==> src/rtl/gate_boy_pkg.sv <==
// rtl/gate_boy_pkg.sv - shared CPU types: ALU opcodes, flag indices, 16-bit sequencer ops and states
package gate_boy_pkg;

  localparam int DATA_WIDTH = 8;
  localparam int FLAG_WIDTH = 8;

  localparam int FLAG_Z = 7;
  localparam int FLAG_N = 6;
  localparam int FLAG_H = 5;
  localparam int FLAG_C = 4;

  typedef enum logic [3:0] {
    NOP    = 4'd0,
    ADD    = 4'd1,
    ADC    = 4'd2,
    SUB    = 4'd3,
    SBC    = 4'd4,
    AND_OP = 4'd5,
    XOR_OP = 4'd6,
    OR_OP  = 4'd7,
    CP     = 4'd8
  } instruction_t;

  typedef enum logic [1:0] {
    ADD16 = 2'd0,
    ADDSP = 2'd1,
    INC16 = 2'd2,
    DEC16 = 2'd3
  } seq16_op_t;

  localparam logic [1:0] SEQ16_IDLE = 2'd0;
  localparam logic [1:0] SEQ16_LO   = 2'd1;
  localparam logic [1:0] SEQ16_HI   = 2'd2;
  localparam logic [1:0] SEQ16_FIN  = 2'd3;

  typedef enum logic [1:0] {
    ST_IDLE = SEQ16_IDLE,
    ST_LO   = SEQ16_LO,
    ST_HI   = SEQ16_HI,
    ST_FIN  = SEQ16_FIN
  } seq16_state_t;

  // Second addend as seen by the two byte passes; ADDSP sign-extends e8.
  function automatic logic [15:0] seq16_operand_b(input seq16_op_t op, input logic [15:0] b);
    case (op)
      ADD16:   return b;
      ADDSP:   return {{8{b[7]}}, b[7:0]};
      INC16:   return 16'h0001;
      default: return 16'hFFFF;
    endcase
  endfunction

endpackage

==> src/rtl/alu_seq16.sv <==
// rtl/alu_seq16.sv - drives the shared 8-bit ALU through ADD/ADC byte passes for 16-bit ops
module alu_seq16
  import gate_boy_pkg::*;
(
  input  logic                  clk,
  input  logic                  rst_n,
  input  logic                  phi_en,
  input  logic                  req_valid,
  output logic                  req_ready,
  input  seq16_op_t             req_op,
  input  logic [15:0]           req_a,
  input  logic [15:0]           req_b,
  input  logic [FLAG_WIDTH-1:0] flags_in,
  output logic [DATA_WIDTH-1:0] alu_operand_A,
  output logic [DATA_WIDTH-1:0] alu_operand_B,
  output instruction_t          alu_opcode,
  input  logic [DATA_WIDTH-1:0] alu_result,
  input  logic [FLAG_WIDTH-1:0] alu_flags,
  output logic                  done,
  output logic [15:0]           result16,
  output logic [FLAG_WIDTH-1:0] flags_out,
  output logic                  flags_we
);

  seq16_state_t          state, state_n;
  logic                  accept;
  seq16_op_t             op_q;
  logic [15:0]           a_q, b_q;
  logic [DATA_WIDTH-1:0] lo_q;
  logic                  lo_h_q, lo_c_q;
  logic [FLAG_WIDTH-1:0] fin_flags;
  logic                  fin_we;
  logic                  unused_bits;

  assign unused_bits = ^{flags_in[3:0], alu_flags[FLAG_Z], alu_flags[FLAG_N], alu_flags[3:0]};

  always_ff @(posedge clk or negedge rst_n) begin
    if (!rst_n) begin
      state <= ST_IDLE;
    end else if (phi_en) begin
      state <= state_n;
    end
  end

  // ALU drive is purely a function of state so it is stable across the whole M-cycle.
  always_comb begin
    state_n       = state;
    accept        = 1'b0;
    alu_opcode    = NOP;
    alu_operand_A = '0;
    alu_operand_B = '0;
    case (state)
      ST_IDLE: begin
        if (req_valid) begin
          accept  = 1'b1;
          state_n = ST_LO;
        end
      end
      ST_LO: begin
        alu_opcode    = ADD;
        alu_operand_A = a_q[7:0];
        alu_operand_B = b_q[7:0];
        state_n       = ST_HI;
      end
      ST_HI: begin
        alu_opcode    = ADC;
        alu_operand_A = a_q[15:8];
        alu_operand_B = b_q[15:8];
        state_n       = ST_FIN;
      end
      default: begin
        state_n = ST_IDLE;
      end
    endcase
  end

  assign req_ready = (state == ST_IDLE);

  // At FIN the alu still holds the high-pass flags; ADDSP reports the low pass instead.
  always_comb begin
    fin_flags = flags_in;
    fin_we    = 1'b0;
    case (op_q)
      ADD16: begin
        fin_flags[FLAG_N] = 1'b0;
        fin_flags[FLAG_H] = alu_flags[FLAG_H];
        fin_flags[FLAG_C] = alu_flags[FLAG_C];
        fin_we            = 1'b1;
      end
      ADDSP: begin
        fin_flags[FLAG_Z] = 1'b0;
        fin_flags[FLAG_N] = 1'b0;
        fin_flags[FLAG_H] = lo_h_q;
        fin_flags[FLAG_C] = lo_c_q;
        fin_we            = 1'b1;
      end
      default: begin
        fin_we = 1'b0;
      end
    endcase
    fin_flags[3:0] = 4'h0;
  end

  always_ff @(posedge clk or negedge rst_n) begin
    if (!rst_n) begin
      op_q      <= ADD16;
      a_q       <= '0;
      b_q       <= '0;
      lo_q      <= '0;
      lo_h_q    <= 1'b0;
      lo_c_q    <= 1'b0;
      done      <= 1'b0;
      flags_we  <= 1'b0;
      result16  <= '0;
      flags_out <= '0;
    end else if (phi_en) begin
      done     <= 1'b0;
      flags_we <= 1'b0;
      if (accept) begin
        op_q <= req_op;
        a_q  <= req_a;
        b_q  <= seq16_operand_b(req_op, req_b);
      end
      if (state == ST_HI) begin
        lo_q   <= alu_result;
        lo_h_q <= alu_flags[FLAG_H];
        lo_c_q <= alu_flags[FLAG_C];
      end
      if (state == ST_FIN) begin
        result16  <= {alu_result, lo_q};
        flags_out <= fin_flags;
        flags_we  <= fin_we;
        done      <= 1'b1;
      end
    end
  end

endmodule
==> config.mk <==
export PLATFORM = sky130hd
export DESIGN_NAME = alu_seq16
export DESIGN_NICKNAME = d
export VERILOG_FILES = /design/src/rtl/gate_boy_pkg.sv /design/src/rtl/alu_seq16.sv
export SDC_FILE = /design/constraint.sdc
export NUM_CORES = 1
export LEC_CHECK = 0
export ABC_AREA = 1
export CORE_ASPECT_RATIO = 1.75
export CORE_MARGIN = 2
export CORE_UTILIZATION = 45
export CTS_CLUSTER_DIAMETER = 40
export DETAILED_ROUTE_END_ITERATION = 10
export PLACE_DENSITY = 0.86
export SLEW_MARGIN = 20
export SYNTH_ARGS = -nofsm -noshare
export SYNTH_HDL_FRONTEND = slang
export SYNTH_SLANG_ARGS = --single-unit
==> constraint.sdc <==
create_clock -name clk -period 1.8 [get_ports clk]
set_input_delay 0.27 -clock clk [delete_from_list [all_inputs] [get_ports clk]]
set_output_delay 0.27 -clock clk [all_outputs]
set_load 0.02 [all_outputs]
# Word-level counts from Yosys, hierarchy flattened
# Cells that the tools add are included.
[totals]
regBits = 68
word_cells = 39
inputBits = 62
[classes]
n_reduce_logical = 8
muxes = 13
eq_ne = 7
[ops]
columns = ["operator", "n"]
rows = [
  ["16-bit case mux with 3 select lines", 1],
  ["8-bit case mux with 2 select lines", 2],
  ["2-bit AND reduction", 4],
  ["2-bit by 1-bit equality test with 1-bit output, second input constant", 3],
  ["2-bit equality test, second input constant", 3],
  ["2-bit logical NOT", 3],
  ["1-bit 2-to-1 mux", 6],
  ["2-bit case mux with 3 select lines", 1],
  ["3-bit case mux with 2 select lines", 1],
  ["2-bit case mux with 2 select lines", 1],
  ["2-bit 2-to-1 mux", 1],
  ["2-bit != test, second input constant", 1],
  ["2-bit OR reduction", 1],
]

# Logic depth before layout (Yosys ltp)
# Gate-level depths: netlist (run 1).
[logic_depth]
word_depth = 4
mapped_depth = 8
mapped_depth_nobuf = 8

# Worst setup path before layout (run 1)
# Ideal clock, no wire load.
[synth_path]
path_type = "register to output"
startpoint = "register state[0]"
endpoint = "output port alu_operand_A[3]"
stages_incl_launch_ff = 7
slack_ns = -0.121
arrival_ns = 1.651
path_cell_list = "dfrtp_1 inv_1 ha_1 clkbuf_1 buf_2 nand2_1 a21oi_1"
[synth_between]
elab_chain_cells = 2
word_cells_on_any_way = 3
[synth_lines]
columns = ["element", "line", "text"]
rows = [
  ["start: declaration", "alu_seq16.sv:25", "seq16_state_t state, state_n;"],
  ["start signal: assignment", "alu_seq16.sv:41", "state <= state_n;"],
  ["2-bit equality test / 2-bit by 1-bit equality test with 1-bit output (equally long branches)", "alu_seq16.sv:52", "case (state)"],
  ["8-bit case mux with 2 select lines (*)", "alu_seq16.sv:52", ""],
  ["end: declaration", "alu_seq16.sv:14", "output logic [DATA_WIDTH-1:0] alu_operand_A,"],
]
# Mark *: on every way between the ends. The rest lies on a longest branch, timed or not.

# Final worst setup path (run 1)
[layout_path]
startpoint = "register state[0]"
endpoint = "output port alu_operand_B[4]"
[layout_between]
elab_chain_cells = 2
word_cells_on_any_way = 3
[layout_lines]
columns = ["element", "line", "text"]
rows = [
  ["2-bit equality test / 2-bit by 1-bit equality test with 1-bit output (equally long branches)", "alu_seq16.sv:52", ""],
  ["8-bit case mux with 2 select lines (*)", "alu_seq16.sv:52", ""],
  ["end: declaration", "alu_seq16.sv:15", "output logic [DATA_WIDTH-1:0] alu_operand_B,"],
]
# Marked as above.

==> summary.txt, run 1 <==
Timing
  • Final Hold Fails: 0
  • Final Critical Period: 1.967 ns
  • Max-slew headroom: 64.03%
  • Fmax: 508.4 MHz
  • Slack of the critical path: -0.1670 ns
  • Period utilization: 109.3%
  • Final setup fails: 16
  • RSZ-0062 raised after global routing: true
  • Clock skew: 0.008294 ns
  • Final Max Slew Viols: 0
  • Slew @ Worst Pin: 0.5387 ns

Placement
  • GPL Wtd Cong: 0.8574
  • Detail Placement HPWL: 5.301 mm
  • IO buf count: 92
  • Cell area after placement: 4265 um2
  • Number of instances in the placed design: 573
  • Worst slack, placed: -0.1792 ns

Critical path
  • Cell family with most CP delay: buffers and inverters
  • Most frequent cell on the critical path: buf_6
  • Worst setup EP type: output pin
  • Crit path DAT: 1.70 ns
  • Crit-path cells: inv_2, buf_6, ha_4, buf_12, buf_4, nand2_2, a21oi_2, buf_6
  • Worst EP required: 1.53 ns
  • CP Class: flop to output pin
  • CP Max Fanout: 6
  • Critical Path Start Type: flop
  • Worst path max stage delay: 0.40 ns
  • Crit path buf inv count: 5
  • Critical Path Slowest Stage Cell: dfrtp_1

Clock network
  • Worst skew pair latency: 0.33 ns
  • H-tree Lvls: 3
  • Clock transition at path regs: 0.05 ns
  • Clock sink total: 68
  • CTS tree: done
  • CTS max path bufs: 2
  • CTS root buf: clkbuf_16
  • Cts bufs inserted: 9

Pwr
  • Peak supply drop: 1.101 mV
  • Leakage power: 2.464 nW
  • Power Density: 1753 nW/um2

Cells and area
  • Share of post-route cells with drive strength above 1: 20.70%
  • Area delta synth->final: 54.04%
  • N_diodes: 0
  • Fin cells: 601
  • Final nets: 582
  • Multi-input gate area: 1418 um2
  • Filler Cells Inserted: 508
  • Seq. cell area: 1702 um2
  • Post-route cell area: 4861 um2

Logic synthesis
  • Cell Area, Synth: 3156 um2
  • Synth cell types: 20
  • Post-synth EDFFs: 0
  • Cell with the most instances after synthesis: nand2_1
  • Synthesized area per cell: 7.928 um2
  • YS warnings: 0
  • Sequential-to-total area share from yosys stat: 53.93%
  • Ys flop type: dfrtp_1
  • Post-synthesis register bit count: 68
  • Yosys top cell by area: dfrtp_1
  • Syn Inst Count: 398
  • Synth top area cells: dfrtp_1 (54%), nand2_1 (25%), o21ai_0 (4.8%)
  • Top cell type's share of synthesized area: 53.93%
  • Synth async-reset ratio: 100.0%
  • Most instantiated cells after synthesis: nand2_1 (210), dfrtp_1 (68), o21ai_0 (30)

Global route
  • Largest net degree at the start of global routing: 47
  • Antenna violations before repair: 0
  • GRT overflow: 0
  • GRT Resource Usage Total: 23.40%
  • Number of global-route vias before repair: 2937
  • First-pass GRT wire length: 13.51 mm

Routing
  • Via density: 4.972
  • Routed WL per cell: 14.05 um
  • Total wire length: 8.445 mm
  • First-pass DRT Iterations: 5
  • Antenna-violating nets left: 0
  • DR DRC count: 0
  • Iter 0 DRT Violations: 180
  • Total number of vias: 2988

Run status
  • Outcome: finished with violations
  • Failing checks: setup timing

Floorplan
  • I/O pins: 109
  • Die area: 7724 um2
  • Chip Width: 67.30 um
  • Row count: 40
  • Die H: 114.8 um
  • Core area: 6807 um2
  • Initial Util: 46.36%

Min path
  • Min-delay worst type: input port to asynchronous set/reset pin

Run
  • # Max-Cap Violations: 0
==> path summary, 6_finish.rpt <==
| kind | start | to | slack [ns] | cells past startpoint |
|---|---|---|---|---|
| max | state[0]$_DFFE_PN0P_ | alu_operand_B[4] | -0.17 | 8 |
| min | rst_n | result16[10]$_DFFE_PN0P_ | 0.45 | 2 |
| max reg2reg | state[1]$_DFFE_PN0P_ | b_q[14]$_DFFE_PN0P_ | 0.18 | 8 |
| min reg2reg | lo_q[3]$_DFFE_PN0P_ | result16[3]$_DFFE_PN0P_ | 0.47 | 2 |
| max in group asynchronous | rst_n | b_q[4]$_DFFE_PN0P_ | 0.74 | 3 |
| min in group clk | lo_q[3]$_DFFE_PN0P_ | result16[3]$_DFFE_PN0P_ | 0.47 | 2 |
==> worst register-to-register path: stages (launching register included) <==
cell and delay (ns):
dfrtp_1 0.38, inv_2 0.07, ha_4 0.16, nand2_1 0.17, nor2_8 0.05, inv_2 0.40
nand2_1 0.14, nand2_1 0.10, inv_1 0.04
==> layer usage <==
| metal | vias to the layer above | part of all wire, % | GRT usage, % |
|---|---|---|---|
| met5 | - | 0 | 0 |
| met3 | 28 | 5.9 | 5.969 |
| met2 | 132 | 54 | 40.86 |
| met4 | 0 | 3.4 | 8.435 |
| met1 | 1386 | 37 | 27.11 |
| li1 | 1442 | - | - |
==> cell families after synthesis <==
group / after synthesis / share of synthesized area [%]
buffers and inverters: 48 / 7.771
DFF: 68 / 53.93
AOI/OAI and AO/OA: 48 / 7.692
and+or+nand+nor: 226 / 27.72
other: 1 / 0.1188
adders and majority gates: 7 / 2.775
==> state kept, by name, indices dropped and copies added, names as in the netlist <==
| name | count |
|---|---|
| a_q | 16 |
| b_q | 16 |
| done | 1 |
| flags_out | 4 |
| flags_we | 1 |
| lo_c_q | 1 |
| lo_h_q | 1 |
| lo_q | 8 |
| op_q | 2 |
| result16 | 16 |
| state | 2 |
==> area by class of cell <==
type,count,area share (%)
flip-flops and latches,68,35.01
multi-input cells,287,29.16
repair buffers,122,25.77
clock buffers,13,5.148
well taps,84,2.162
inverters,25,2.033
clock inverters,2,0.7207
==> stage by stage <==
stage / hold WS, ns / power (mW) / TNS [ns] / util, %
finish: 0.4538 / 8.522 / -1.694 / 71.42
global placement: 0.2676 / 5.824 / -1.964 / 62.67
CTS: 0.4629 / 8.196 / -1.081 / 69.60
global route: 0.4909 / 9.048 / -2.711 / 71.42
detailed placement: 0.2753 / 5.946 / -2.396 / 62.67
floorplan: -0.02559 / 4.429 / 0 / -
==> layout by cell type (no fill, tap or decap), drive strengths merged <==
| cell type | n |
|---|---|
| nand3 | 6 |
| inv | 24 |
| o21bai | 1 |
| clkinv | 2 |
| clkdlybuf4s50 | 72 |
| o21ai | 31 |
| clkbuf | 17 |
| buf | 45 |
| bufinv | 1 |
| ha | 7 |
| nand2 | 211 |
| dfrtp | 68 |
| conb | 6 |
| a21oi | 16 |
| dlygate4sd3 | 1 |
| nor2 | 9 |
==> power breakdown <==
part           leakage [nW]  switching, mW  total (mW)  internal, mW
Combinational          1.47           2.19        4.13          1.95
Clock                 0.140          0.583        1.68          1.10
Sequential            0.852          0.483        2.71          2.22
Total                  2.46           3.25        8.52          5.27
==> timing repair <==
| item | CTS | global route |
|---|---|---|
| gates cloned | 2 | 1 |
| hold buffers | 1 | 0 |
| setup buffers | 9 | 2 |
| pin swaps | 5 | 11 |
| endpoints found under the setup margin | 19 | 18 |
| resized for setup | 114 | 33 |
| endpoints found under the hold margin | 22 | 0 |
No activity file was read; power rests on OpenSTA's default activity.
==> inputs of run 2 (changes only) <==
CAP_MARGIN = 20   (was unset)
PLACE_DENSITY = unset   (was 0.86)
PLACE_DENSITY_LB_ADDON = 0.1   (was unset)
==> run 2 against run 1 <==
  * Clock-buffer cell count decreased by 1
  * Clock skew down 0.0028 ns
  * Final cell count shrank 0.50%
  * Largest cell class unchanged
  * Utilization down 1.3 points
  * The run still ends with setup timing left
==> summary.txt, run 2 (synthesized netlist as in run 1, its figures left out) <==
Run status
  • Outcome: finished with violations
  • Failing checks: setup timing

Global route
  • First-pass GRT wire length: 12.61 mm (-6.6%)
  • Antenna violations before repair: 0 (unchanged)
  • Number of global-route vias before repair: 2834 (-3.5%)
  • Largest net degree at the start of global routing: 69 (+47%)
  • GRT Resource Usage Total: 21.41% (-2.0 points)
  • GRT overflow: 0 (unchanged)

Timing
  • Period utilization: 103.3% (-6.0 points)
  • Slack of the critical path: -0.05893 ns (+0.1081 ns)
  • Final setup fails: 16 (unchanged)
  • RSZ-0062 raised after global routing: true
  • Fmax: 537.9 MHz (+5.8%)
  • Final Hold Fails: 0 (unchanged)
  • Final Critical Period: 1.859 ns (-0.1081 ns)
  • Max-slew headroom: 63.52% (-0.52 points)
  • Clock skew: 0.005473 ns (-0.002821 ns)
  • Final Max Slew Viols: 0 (unchanged)
  • Slew @ Worst Pin: 0.5464 ns (+0.007720 ns)

Floorplan
  • I/O pins: 109 (unchanged)
  • Die H: 114.8 um (unchanged)
  • Core area: 6807 um2 (unchanged)
  • Initial Util: 46.36% (unchanged)
  • Die area: 7724 um2 (unchanged)
  • Row count: 40 (unchanged)
  • Chip Width: 67.30 um (unchanged)

Min path
  • Min-delay worst type: flop to flop

Pwr
  • Leakage power: 2.366 nW (-4.0%)
  • Power Density: 1709 nW/um2 (-2.5%)
  • Peak supply drop: 1.170 mV (+6.3%)

Critical path
  • Worst EP required: 1.53 ns (about the same)
  • Critical Path Slowest Stage Cell: dfrtp_1
  • Critical Path Start Type: flop
  • Worst path max stage delay: 0.41 ns (about the same)
  • Crit-path cells: buf_6, ha_4, buf_12, buf_4, nand2_1, a21oi_2, buf_4
  • Crit path DAT: 1.59 ns (-0.11 ns)
  • Most frequent cell on the critical path: buf_4
  • CP Max Fanout: 11 (+5)
  • Crit path buf inv count: 4 (-1)
  • CP Class: flop to output pin
  • Cell family with most CP delay: buffers and inverters
  • Worst setup EP type: output pin

Run
  • # Max-Cap Violations: 0 (unchanged)

Clock network
  • CTS max path bufs: 2 (unchanged)
  • Clock sink total: 68 (unchanged)
  • H-tree Lvls: 3 (unchanged)
  • Worst skew pair latency: 0.33 ns (about the same)
  • CTS root buf: clkbuf_16
  • CTS tree: done
  • Cts bufs inserted: 9 (unchanged)
  • Clock transition at path regs: 0.05 ns (about the same)

Routing
  • Routed WL per cell: 12.60 um (-10%)
  • Total number of vias: 2889 (-3.3%)
  • Via density: 4.831 (-2.8%)
  • DR DRC count: 0 (unchanged)
  • First-pass DRT Iterations: 4 (-1)
  • Iter 0 DRT Violations: 96 (-47%)
  • Total wire length: 7.535 mm (-11%)
  • Antenna-violating nets left: 0 (unchanged)

Cells and area
  • Final core occ: 70.13% (-1.3 points)
  • Area delta synth->final: 51.27%
  • Filler Cells Inserted: 578 (+14%)
  • Post-route cell area: 4773 um2 (-1.8%)
  • Commonest non-fill, non-tap cell in the layout: nand2_1
  • Biggest regs: a_q x16, b_q x16, result16 x16
  • Final nets: 578 (-0.69%)
  • Most frequent cells in the layout: nand2_1 (203), clkdlybuf4s50_1 (72), dfrtp_1 (68)
  • N_diodes: 0 (unchanged)
  • Share of post-route cells with drive strength above 1: 17.70% (-3.0 points)

Placement
  • IO buf count: 92 (unchanged)
  • Detail Placement HPWL: 5.095 mm (-3.9%)
  • GPL Wtd Cong: 0.8285 (-3.4%)
  • Cell area after placement: 4265 um2 (unchanged)
==> run 2: cell count changes in the layout (fill, tap and decap cells not counted), sizes merged <==
cell / delta
clkinv: +1
clkbuf: -5
clkdlybuf4s15: +2
buf: -3
clkinvlp: +1
dlygate4sd2: +1
==> run 2: routing by layer <==
layer / wire, um / global-route usage [%] / share of wire, %
met1: 2916 / 24.14 / 39
met2: 4072 / 37.82 / 54
met3: 370 / 4.501 / 4.9
met4: 176 / 9.524 / 2.3
met5: 0 / 0 / 0
==> run 2: worst min-delay path, delay by kind of cell, from the launching register on <==
family | cells | cell delay (ns)
DFF | 1 | 0.34
and+or+nand+nor | 2 | 0.10
==> run 2: cell type report <==
| class | instances | area (um2) | area share, % |
|---|---|---|---|
| Tap cell | 84 | 105.1 | 2.202 |
| Clock inverter | 4 | 47.55 | 0.9961 |
| Sequential cell | 68 | 1702 | 35.65 |
| Multi-Input combinational cell | 287 | 1378 | 28.86 |
| Clock buffer | 12 | 256.5 | 5.374 |
| Timing Repair Buffer | 118 | 1186 | 24.85 |
| Inverter | 25 | 98.84 | 2.071 |
==> run 2: final timing paths <==
path	start	to	slack, ns	depth (start not counted)
setup / recovery	state[0]$_DFFE_PN0P_	alu_operand_B[1]	-0.06	7
hold / removal	a_q[11]$_DFFE_PN0P_	a_q[11]$_DFFE_PN0P_	0.47	2
setup reg to reg	state[0]$_DFFE_PN0P_	b_q[14]$_DFFE_PN0P_	0.15	8
hold reg to reg	a_q[11]$_DFFE_PN0P_	a_q[11]$_DFFE_PN0P_	0.47	2
max in group asynchronous	rst_n	op_q[0]$_DFFE_PN0P_	1.01	3
min in group asynchronous	rst_n	result16[14]$_DFFE_PN0P_	0.48	3
==> run 2: stage by stage <==
step	worst slack (ns)	cells	setup TNS (ns)	hold slack (ns)	total power, mW
after floorplan	0.01032	403	0	-0.02559	4.429
after global placement	-0.1686	573	-2.107	0.3186	5.817
after detailed placement	-0.1955	573	-2.809	0.3158	5.899
after CTS	-0.1326	595	-1.022	0.4718	7.936
after global routing	-0.1060	598	-1.307	0.4857	8.701
final	-0.05893	598	-0.4636	0.4669	8.156
==> run 2: power by group <==
group	leakage (nW)	internal (mW)	switching (mW)	total, mW
Combinational	1.36	1.75	2.02	3.77
Sequential	0.852	2.22	0.407	2.63
Clock	0.149	1.14	0.617	1.76
==> run 2: repair_timing <==
action / in CTS / in global routing
endpoints found under the setup margin: 19 / 18
cloned: 1 / 0
buffers inserted: 4 / 3
hold endpoints to repair: 68 / 0
pin swaps: 1 / 8
resized for setup: 99 / 29
hold buffers: 1 / 0
==> inputs of run 3 (changes only) <==
CTS_CLUSTER_DIAMETER = unset   (was 40)
SETUP_SLACK_MARGIN = 0.3   (was unset)
==> run 3 against run 2 <==
  * The run still ends with setup timing left
  * Clock power fell by 7%
  * Clock-buffer cell count is 3 higher
  * Non-clock buffer count up 14
  * Utilization increased by 6.3 points
  * Highest routed layer unchanged
  * Critical path type unchanged
  * Wire length grew 23%
  * Final cell count increased by 2.3%
  * First-iteration DRC count up 120%
==> summary.txt, run 3 (synthesized netlist as in run 1, its figures left out) <==
Floorplan
  • Core area: 6807 um2 (unchanged)
  • I/O pins: 109 (unchanged)
  • Initial Util: 46.36% (unchanged)
  • Row count: 40 (unchanged)
  • Die area: 7724 um2 (unchanged)
  • Die H: 114.8 um (unchanged)
  • Chip Width: 67.30 um (unchanged)

Clock network
  • H-tree Lvls: 3 (unchanged)
  • Cts bufs inserted: 9 (unchanged)
  • Clock sink total: 68 (unchanged)
  • CTS tree: done
  • Worst skew pair latency: 0.33 ns (about the same)
  • CTS max path bufs: 2 (unchanged)
  • CTS root buf: clkbuf_16
  • Clock transition at path regs: 0.05 ns (about the same)

Critical path
  • Most frequent cell on the critical path: buf_12
  • Critical Path Start Type: flop
  • CP Class: flop to output pin
  • Reg2reg setup slack: 0.23 ns (+0.08 ns)
  • CP Max Fanout: 8 (-3)
  • Worst path max stage delay: 0.40 ns (about the same)
  • Worst setup EP type: output pin
  • Crit path DAT: 1.59 ns (about the same)
  • FF-to-FF path depth: 9 (+1)
  • Critical Path Slowest Stage Cell: dfrtp_1
  • Crit-path cells: inv_2, buf_12, ha_4, buf_12, nand2_1, a21oi_2, buf_4
  • Worst EP required: 1.53 ns (about the same)

Placement
  • Detail Placement HPWL: 5.645 mm (+11%)
  • GPL Wtd Cong: 0.8040 (-3.0%)
  • Worst slack, placed: -0.1871 ns (+0.008398 ns)
  • IO buf count: 92 (unchanged)

Cells and area
  • Area delta synth->final: 64.91%
  • Final nets: 592 (+2.4%)
  • Commonest non-fill, non-tap cell in the layout: nand2_1
  • Biggest regs: a_q x16, b_q x16, result16 x16
  • Most frequent cells in the layout: nand2_1 (190), dfrtp_1 (68), clkdlybuf4s50_1 (50)
  • N_diodes: 0 (unchanged)
  • Share of post-route cells with drive strength above 1: 23.30% (+5.6 points)

Routing
  • First-pass DRT Iterations: 4 (unchanged)
  • DR DRC count: 0 (unchanged)
  • Total number of vias: 3055 (+5.7%)
  • Antenna-violating nets left: 0 (unchanged)
  • Total wire length: 9.302 mm (+23%)
  • Via density: 4.992 (+3.3%)
  • Routed WL per cell: 15.20 um (+21%)
  • Iter 0 DRT Violations: 211 (+120%)

Pwr
  • Leakage power: 2.620 nW (+11%)
  • Power Density: 1728 nW/um2 (+1.1%)
  • Peak supply drop: 1.118 mV (-4.5%)

Timing
  • Clock skew: 0.004247 ns (-0.001226 ns)
  • Final setup fails: 17 (+1)
  • Final Max Slew Viols: 0 (unchanged)
  • Fmax: 536.4 MHz (-0.28%)
  • Final Critical Period: 1.864 ns (+0.005253 ns)
  • Period utilization: 103.6% (+0.29 points)
  • Slack of the critical path: -0.06419 ns (-0.005253 ns)
  • Hold WS: 0.4350 ns (-0.03191 ns)
  • RSZ-0062 raised after global routing: true
  • Final Hold Fails: 0 (unchanged)

Run status
  • Failing checks: setup timing
  • Outcome: finished with violations

Global route
  • Antenna violations before repair: 0 (unchanged)
  • Largest net degree at the start of global routing: 40 (-42%)
  • GRT Resource Usage Total: 24.12% (+2.7 points)
  • Number of global-route vias before repair: 2975 (+5.0%)
  • First-pass GRT wire length: 13.70 mm (+8.6%)
  • GRT overflow: 0 (unchanged)

Run
  • # Max-Cap Violations: 0 (unchanged)

Min path
  • Min-delay worst type: input port to asynchronous set/reset pin
run 3: changes by cell type in the layout (fill, tap and decap cells not counted), moves of 7 or more:
| cell | previous run | this run |
|---|---|---|
| a21oi_2 | 13 | 3 |
| a21oi_4 | 3 | 13 |
| buf_12 | 4 | 11 |
| buf_6 | 15 | 24 |
| clkdlybuf4s50_1 | 72 | 50 |
| dlygate4sd2_1 | 1 | 22 |
| nand2_1 | 203 | 190 |
run 3: final timing paths:
check                                      from                  endpoint
setup / recovery           state[0]$_DFFE_PN0P_          alu_operand_A[2]
hold / removal                            rst_n  result16[12]$_DFFE_PN0P_
setup reg to reg           state[0]$_DFFE_PN0P_      state[0]$_DFFE_PN0P_
hold reg to reg             lo_q[7]$_DFFE_PN0P_   result16[7]$_DFFE_PN0P_
max in group asynchronous                 rst_n        b_q[3]$_DFFE_PN0P_
min in group clk            lo_q[7]$_DFFE_PN0P_   result16[7]$_DFFE_PN0P_
run 3: critical path, delay by kind of cell (launching register included):
family | cells | cell delay, ns
flops | 1 | 0.40
simple gates | 1 | 0.07
compound gates | 1 | 0.13
fa+ha+maj | 1 | 0.16
buf+inv | 4 | 0.51
run 3: routing by layer:
metal	up-vias	routed length, um	global-route usage [%]
li1	1462	-	-
met1	1468	3357	26.08
met2	99	5210	43.30
met3	26	367	4.207
met4	0	367	12.93
met5	-	0	0
run 3: timing repair:
action	in CTS	in global routing
setup buffers	9	7
gates cloned	1	3
pin swaps	4	9
hold buffers	1	0
resized for setup	154	44
endpoints found under the setup margin	68	54
endpoints found under the hold margin	18	0
run 3: area by class of cell:
class                   count  area, um2
inverters                  25      113.9
repair buffers            132       1444
flip-flops and latches     68       1702
fillers                   504       1603
clock inverters             1      5.005
clock buffers              15      277.8
multi-input cells         287       1556
well taps                  84      105.1
run 3: where the power goes:
part | total, mW | internal [mW] | switching [mW] | leakage, nW
combinational | 4.66 | 2.18 | 2.48 | 1.63
sequential | 2.69 | 2.22 | 0.465 | 0.852
clock | 1.64 | 1.04 | 0.598 | 0.140
total | 8.99 | 5.45 | 3.54 | 2.62
run 3: metrics by stage:
step | TNS (ns) | std cells | power [mW] | cell area, um2 | utilization, %
floorplan | 0 | 403 | 4.881 | 3390 | -
global placement | -2.399 | 575 | 6.199 | 4399 | 64.63
detailed placement | -2.703 | 575 | 6.290 | 4399 | 64.63
CTS | -0.4737 | 602 | 8.424 | 4885 | 71.76
global route | -1.508 | 612 | 9.505 | 5204 | 76.45
finish | -0.9109 | 612 | 8.990 | 5204 | 76.45
==> RTL edit 1 (config.mk and constraints of run 3) <==
Change the package constant `FLAG_Z` from 7 to 6.
--- a/src/rtl/gate_boy_pkg.sv
+++ b/src/rtl/gate_boy_pkg.sv
@@ -6,3 +6,3 @@
 
-  localparam int FLAG_Z = 7;
+  localparam int FLAG_Z = 6;
   localparam int FLAG_N = 6;
Function: changed (Yosys sat finds a counterexample within 10 cycles, from zero or initial values and one cycle with rst_n low).
==> RTL edit 1 against run 3 <==
The flow still finishes with violations (setup timing). Hold slack worse by 6.8 ps. Die area down 0.15%. Power fell by 4.2%. Sequential share of layout area is 1.3 points higher. Sequential cell count unchanged. Synthesized area shrank 0.16%. Clock skew increased by 2.3 ps. Routed wire length fell by 13%. Synthesized cell count down 0.25%. Combinational power down 10%. Cell area fell by 3.7%. Worst setup slack better by 21 ps. Clock power increased by 8%. Critical path type unchanged. Critical endpoint is now alu_operand_B[0].
==> RTL edit 1: results (changes against run 3) <==
----------------------------------------------------
[Place]
  Area after detailed placement ... 4417 µm² (+0.40%)
  Post-Place Worst Slack ... -169.6 ps (+17.55 ps)
  DP HPWL ... 5325 µm (-5.7%)
  Routability Congestion ... 0.7832 (-2.6%)

[Worst setup path]
  Crit path to ... alu_operand_B[0]
  R2R Setup Slk ... 380 ps (+150 ps)
  Kind of cell with the highest combined delay on the critical path ... flip-flops
  Critical path fanouts, max ... 16 (+8)
  Depth of the worst register-to-register path ... 8 (-1)
  WP data arrival ... 1570 ps (-20 ps)
  Launching instance or port of the critical path ... state[1]

[Route]
  Total vias in the final route ... 2901 (-5.0%)
  Wire length per cell after detailed routing ... 13.50 µm (-11%)
  DR vias/cell ... 4.827 (-3.3%)

[Logic synthesis]
  Dominant cells by area after synthesis ... dfrtp_1 (54%), nand2_1 (25%), o21ai_0 (4.8%)
  Portion of the post-synthesis area used by sequential elements ... 0.5401 (+0.0008566)
  Mean instance size in the synthesized netlist ... 7.936 µm² (about the same)

[Finish]
  Filler instances ... 549 (+8.9%)
  Share of final-layout standard cells stronger than drive strength 1 ... 0.2147 (-0.01825)

[Global routing]
  GRT Total Usage ... 0.2250 (-0.01619)
  Wire length of the first global-routing pass ... 12920 µm (-5.6%)

[Pwr]
  Peak VDD IR ... 1.313 mV (+18%)
  Power share of the clock group ... 0.205 (+0.022)

[Outcome]
  Violations in the final reports ... setup timing
  Run status ... complete, but fails checks

[CTS]
  Number of buffers added for setup after CTS ... 8 (-1)

[Timing]
  Worst setup margin ... -42.97 ps (+21.22 ps)
  Number of setup violations in the final report ... 13 (-4)

----------------------------------------------------
RTL edit 1: area by class of cell:
cell class,instances,area (µm²),area share
multi-input combinational,286,1544,0.3081
sequential,68,1702,0.3396
clock inverter,4,47.55,0.009488
timing repair buffer,122,1247,0.2489
clock buffer,12,256.5,0.05119
tap,84,105.1,0.02097
inverter,25,108.9,0.02172
RTL edit 1: per-layer routing:
layer  vias to the layer above  global-route usage  share of wire
met1                      1365              0.2560           0.37
met4                         0              0.1061          0.037
met5                         -                   0              0
li1                       1434                   -              -
met3                        20             0.05113          0.046
met2                        82              0.3881           0.54
RTL edit 1: kinds of logic (layout without fill, tap and decap cells):
kind of cell	after synthesis	in the layout	share of synthesized area
and+or+nand+nor	225	225	0.2760
DFF	68	68	0.5401
AOI/OAI and AO/OA	48	48	0.07704
buffers and inverters	48	163	0.07784
adders and majority gates	7	7	0.02780
other	1	6	0.001190
==> RTL edit 2 (flow settings as in run 3) <==
Without the edit above. Reset style: synchronous (`rst_n`), changed in 2 clocked blocks.
--- a/src/rtl/alu_seq16.sv
+++ b/src/rtl/alu_seq16.sv
@@ -36,3 +36,3 @@
 
-  always_ff @(posedge clk or negedge rst_n) begin
+  always_ff @(posedge clk) begin
     if (!rst_n) begin
@@ -103,3 +103,3 @@
 
-  always_ff @(posedge clk or negedge rst_n) begin
+  always_ff @(posedge clk) begin
     if (!rst_n) begin
Behaviour: differs if rst_n is asserted again (counterexample within 4 cycles, from zero or initial values and one cycle with rst_n low); with rst_n held inactive, the same outputs for 4 cycles.
==> RTL edit 2 against run 3 <==
Sequential cell count stayed put. Non-clock buffer count is 14 lower. Critical path type unchanged. Clock skew grew 1.6 ps. Count of clock-buffer cells in the layout is 6 lower. Cell area decreased by 7.5%. Global-route usage shrank 1.5 points. Maximum frequency up 5.4%. Worst setup slack improved by 95 ps. Synthesized area is 4.9% lower. Die area decreased by 4.7%. Routed wire length is 11% lower.
Power is not compared: it rests on default switching activity, and its combinational part moved more than twofold at a synthesized area within 25%.
==> RTL edit 2: results (changes against run 3) <==
----------------------------------------------------
[Route]
  DRC marker count from the first detailed-route iteration ... 204 (-3.3%)
  Wire length per cell after detailed routing ... 13.22 µm (-13%)
  DR vias/cell ... 4.852 (-2.8%)
  Total length of routed wires ... 8235 µm (-11%)

[Global routing]
  Vias in the first global route ... 2876 (-3.3%)
  Wire length of the first global-routing pass ... 12850 µm (-6.1%)
  Largest net degree at the start of global routing ... 39 (-2.5%)
  GRT Total Usage ... 0.2260 (-0.01523)

[Worst setup path]
  Destination of the worst register-to-register timing path ... result16[8]
  Depth of the worst register-to-register path ... 8 (-1)
  Critical path fanouts, max ... 5 (-3)
  Worst-path cell with the longest stage delay ... dfxtp_2
  Worst reg2reg startpoint ... state[0]
  WP data arrival ... 1500 ps (-90 ps)
  R2R Setup Slk ... 280 ps (+50 ps)
  Worst stage delay on the critical path ... 360 ps (-40 ps)

[Place]
  Routability Congestion ... 0.8370 (+4.1%)
  Area after detailed placement ... 4223 µm² (-4.0%)
  Post-Place Worst Slack ... -168.6 ps (+18.57 ps)

[Finish]
  Final nets ... 604 (+2.0%)
  Share of final-layout standard cells stronger than drive strength 1 ... 0.2015 (-0.03148)
  Filler instances ... 533 (+5.8%)

[Pwr]
  Leakage ... 2.007 nW

[CTS]
  Number of buffers added for setup after CTS ... 0 (-9)

[Outcome]
  Run status ... finished clean

[Logic synthesis]
  Most common flop cell mapped by yosys ... dfxtp_1
  Count of distinct cell types in the synthesized netlist ... 21 (+5.0%)
  Most numerous cell types in the synthesized netlist ... nand2_1 (107), nor2_1 (77), dfxtp_1 (68)
  Post-synthesis instance total ... 431 (+8.3%)
  Fraction of the mapped netlist area in compound gates ... 0.1530 (+0.07612)
  FFs w/ async S/R, synth ... 0 (-1.000)
  Portion of the post-synthesis area used by sequential elements ... 0.4537 (-0.08554)

[Timing]
  Hold_ws ... 467.3 ps (+32.28 ps)
  Part of the cycle the worst path needs ... 0.9830 (-0.05266)
  Final clock skew ... 5.839 ps (+1.592 ps)

[Min path]
  Min-delay worst type ... flop to flop

----------------------------------------------------
## RTL edit 2: cell types whose count changed after synthesis, sizes merged
cell / change
o21bai: -1
inv: +10
buf: +1
dfrtp: -68
ha: -1
dfxtp: +68
clkbuf: +6
a21oi: +30
o21ai: +14
nor2: +69
nand2: -103
nand3: +8
## RTL edit 2: power by group
part           switching, mW  leakage [nW]  internal, mW
combinational          0.421          1.31         0.406
clock                  0.674         0.148          1.22
sequential            0.0468         0.554          1.58
total                   1.14          2.01          3.21
## RTL edit 2: how the worst max path moves through the flow
stage / start / endpoint / cells after the start
4_1_cts: state[1] / alu_operand_A[5] / 6
3_3_place_gp: state[0] / alu_operand_B[1] / 6
2_1_floorplan: state[0] / b_q[10] / 8
6_report: state[0] / alu_operand_A[4] / 6
3_5_place_dp: state[0] / alu_operand_A[5] / 6
5_1_grt: state[1] / alu_operand_B[4] / 6
## RTL edit 2: area by class of cell
| cell class | instances | area [µm²] | area share |
|---|---|---|---|
| clock buffer | 9 | 225.2 | 0.04677 |
| clock inverter | 7 | 100.1 | 0.02078 |
| inverter | 35 | 150.1 | 0.03118 |
| multi-input combinational | 303 | 1582 | 0.3284 |
| sequential | 68 | 1364 | 0.2832 |
| tap | 82 | 102.6 | 0.02130 |
| timing repair buffer | 118 | 1285 | 0.2668 |
| timing repair inverter | 1 | 7.507 | 0.001559 |
## RTL edit 2: per-layer routing
metal	track usage	share of wire	up-vias
met5	0	0	-
li1	-	-	1551
met2	0.4141	0.57	78
met3	0.04609	0.036	12
met1	0.2436	0.38	1382
met4	0.09167	0.019	0
## RTL edit 2: worst reg2reg max path, stage by stage (launching register included)
cell and delay (ps):
dfxtp_2 360, buf_6 120, buf_6 90, buf_6 100, ha_1 180, nand2_4 100, clkbuf_16 180, o21ai_0 220
nor2_1 60
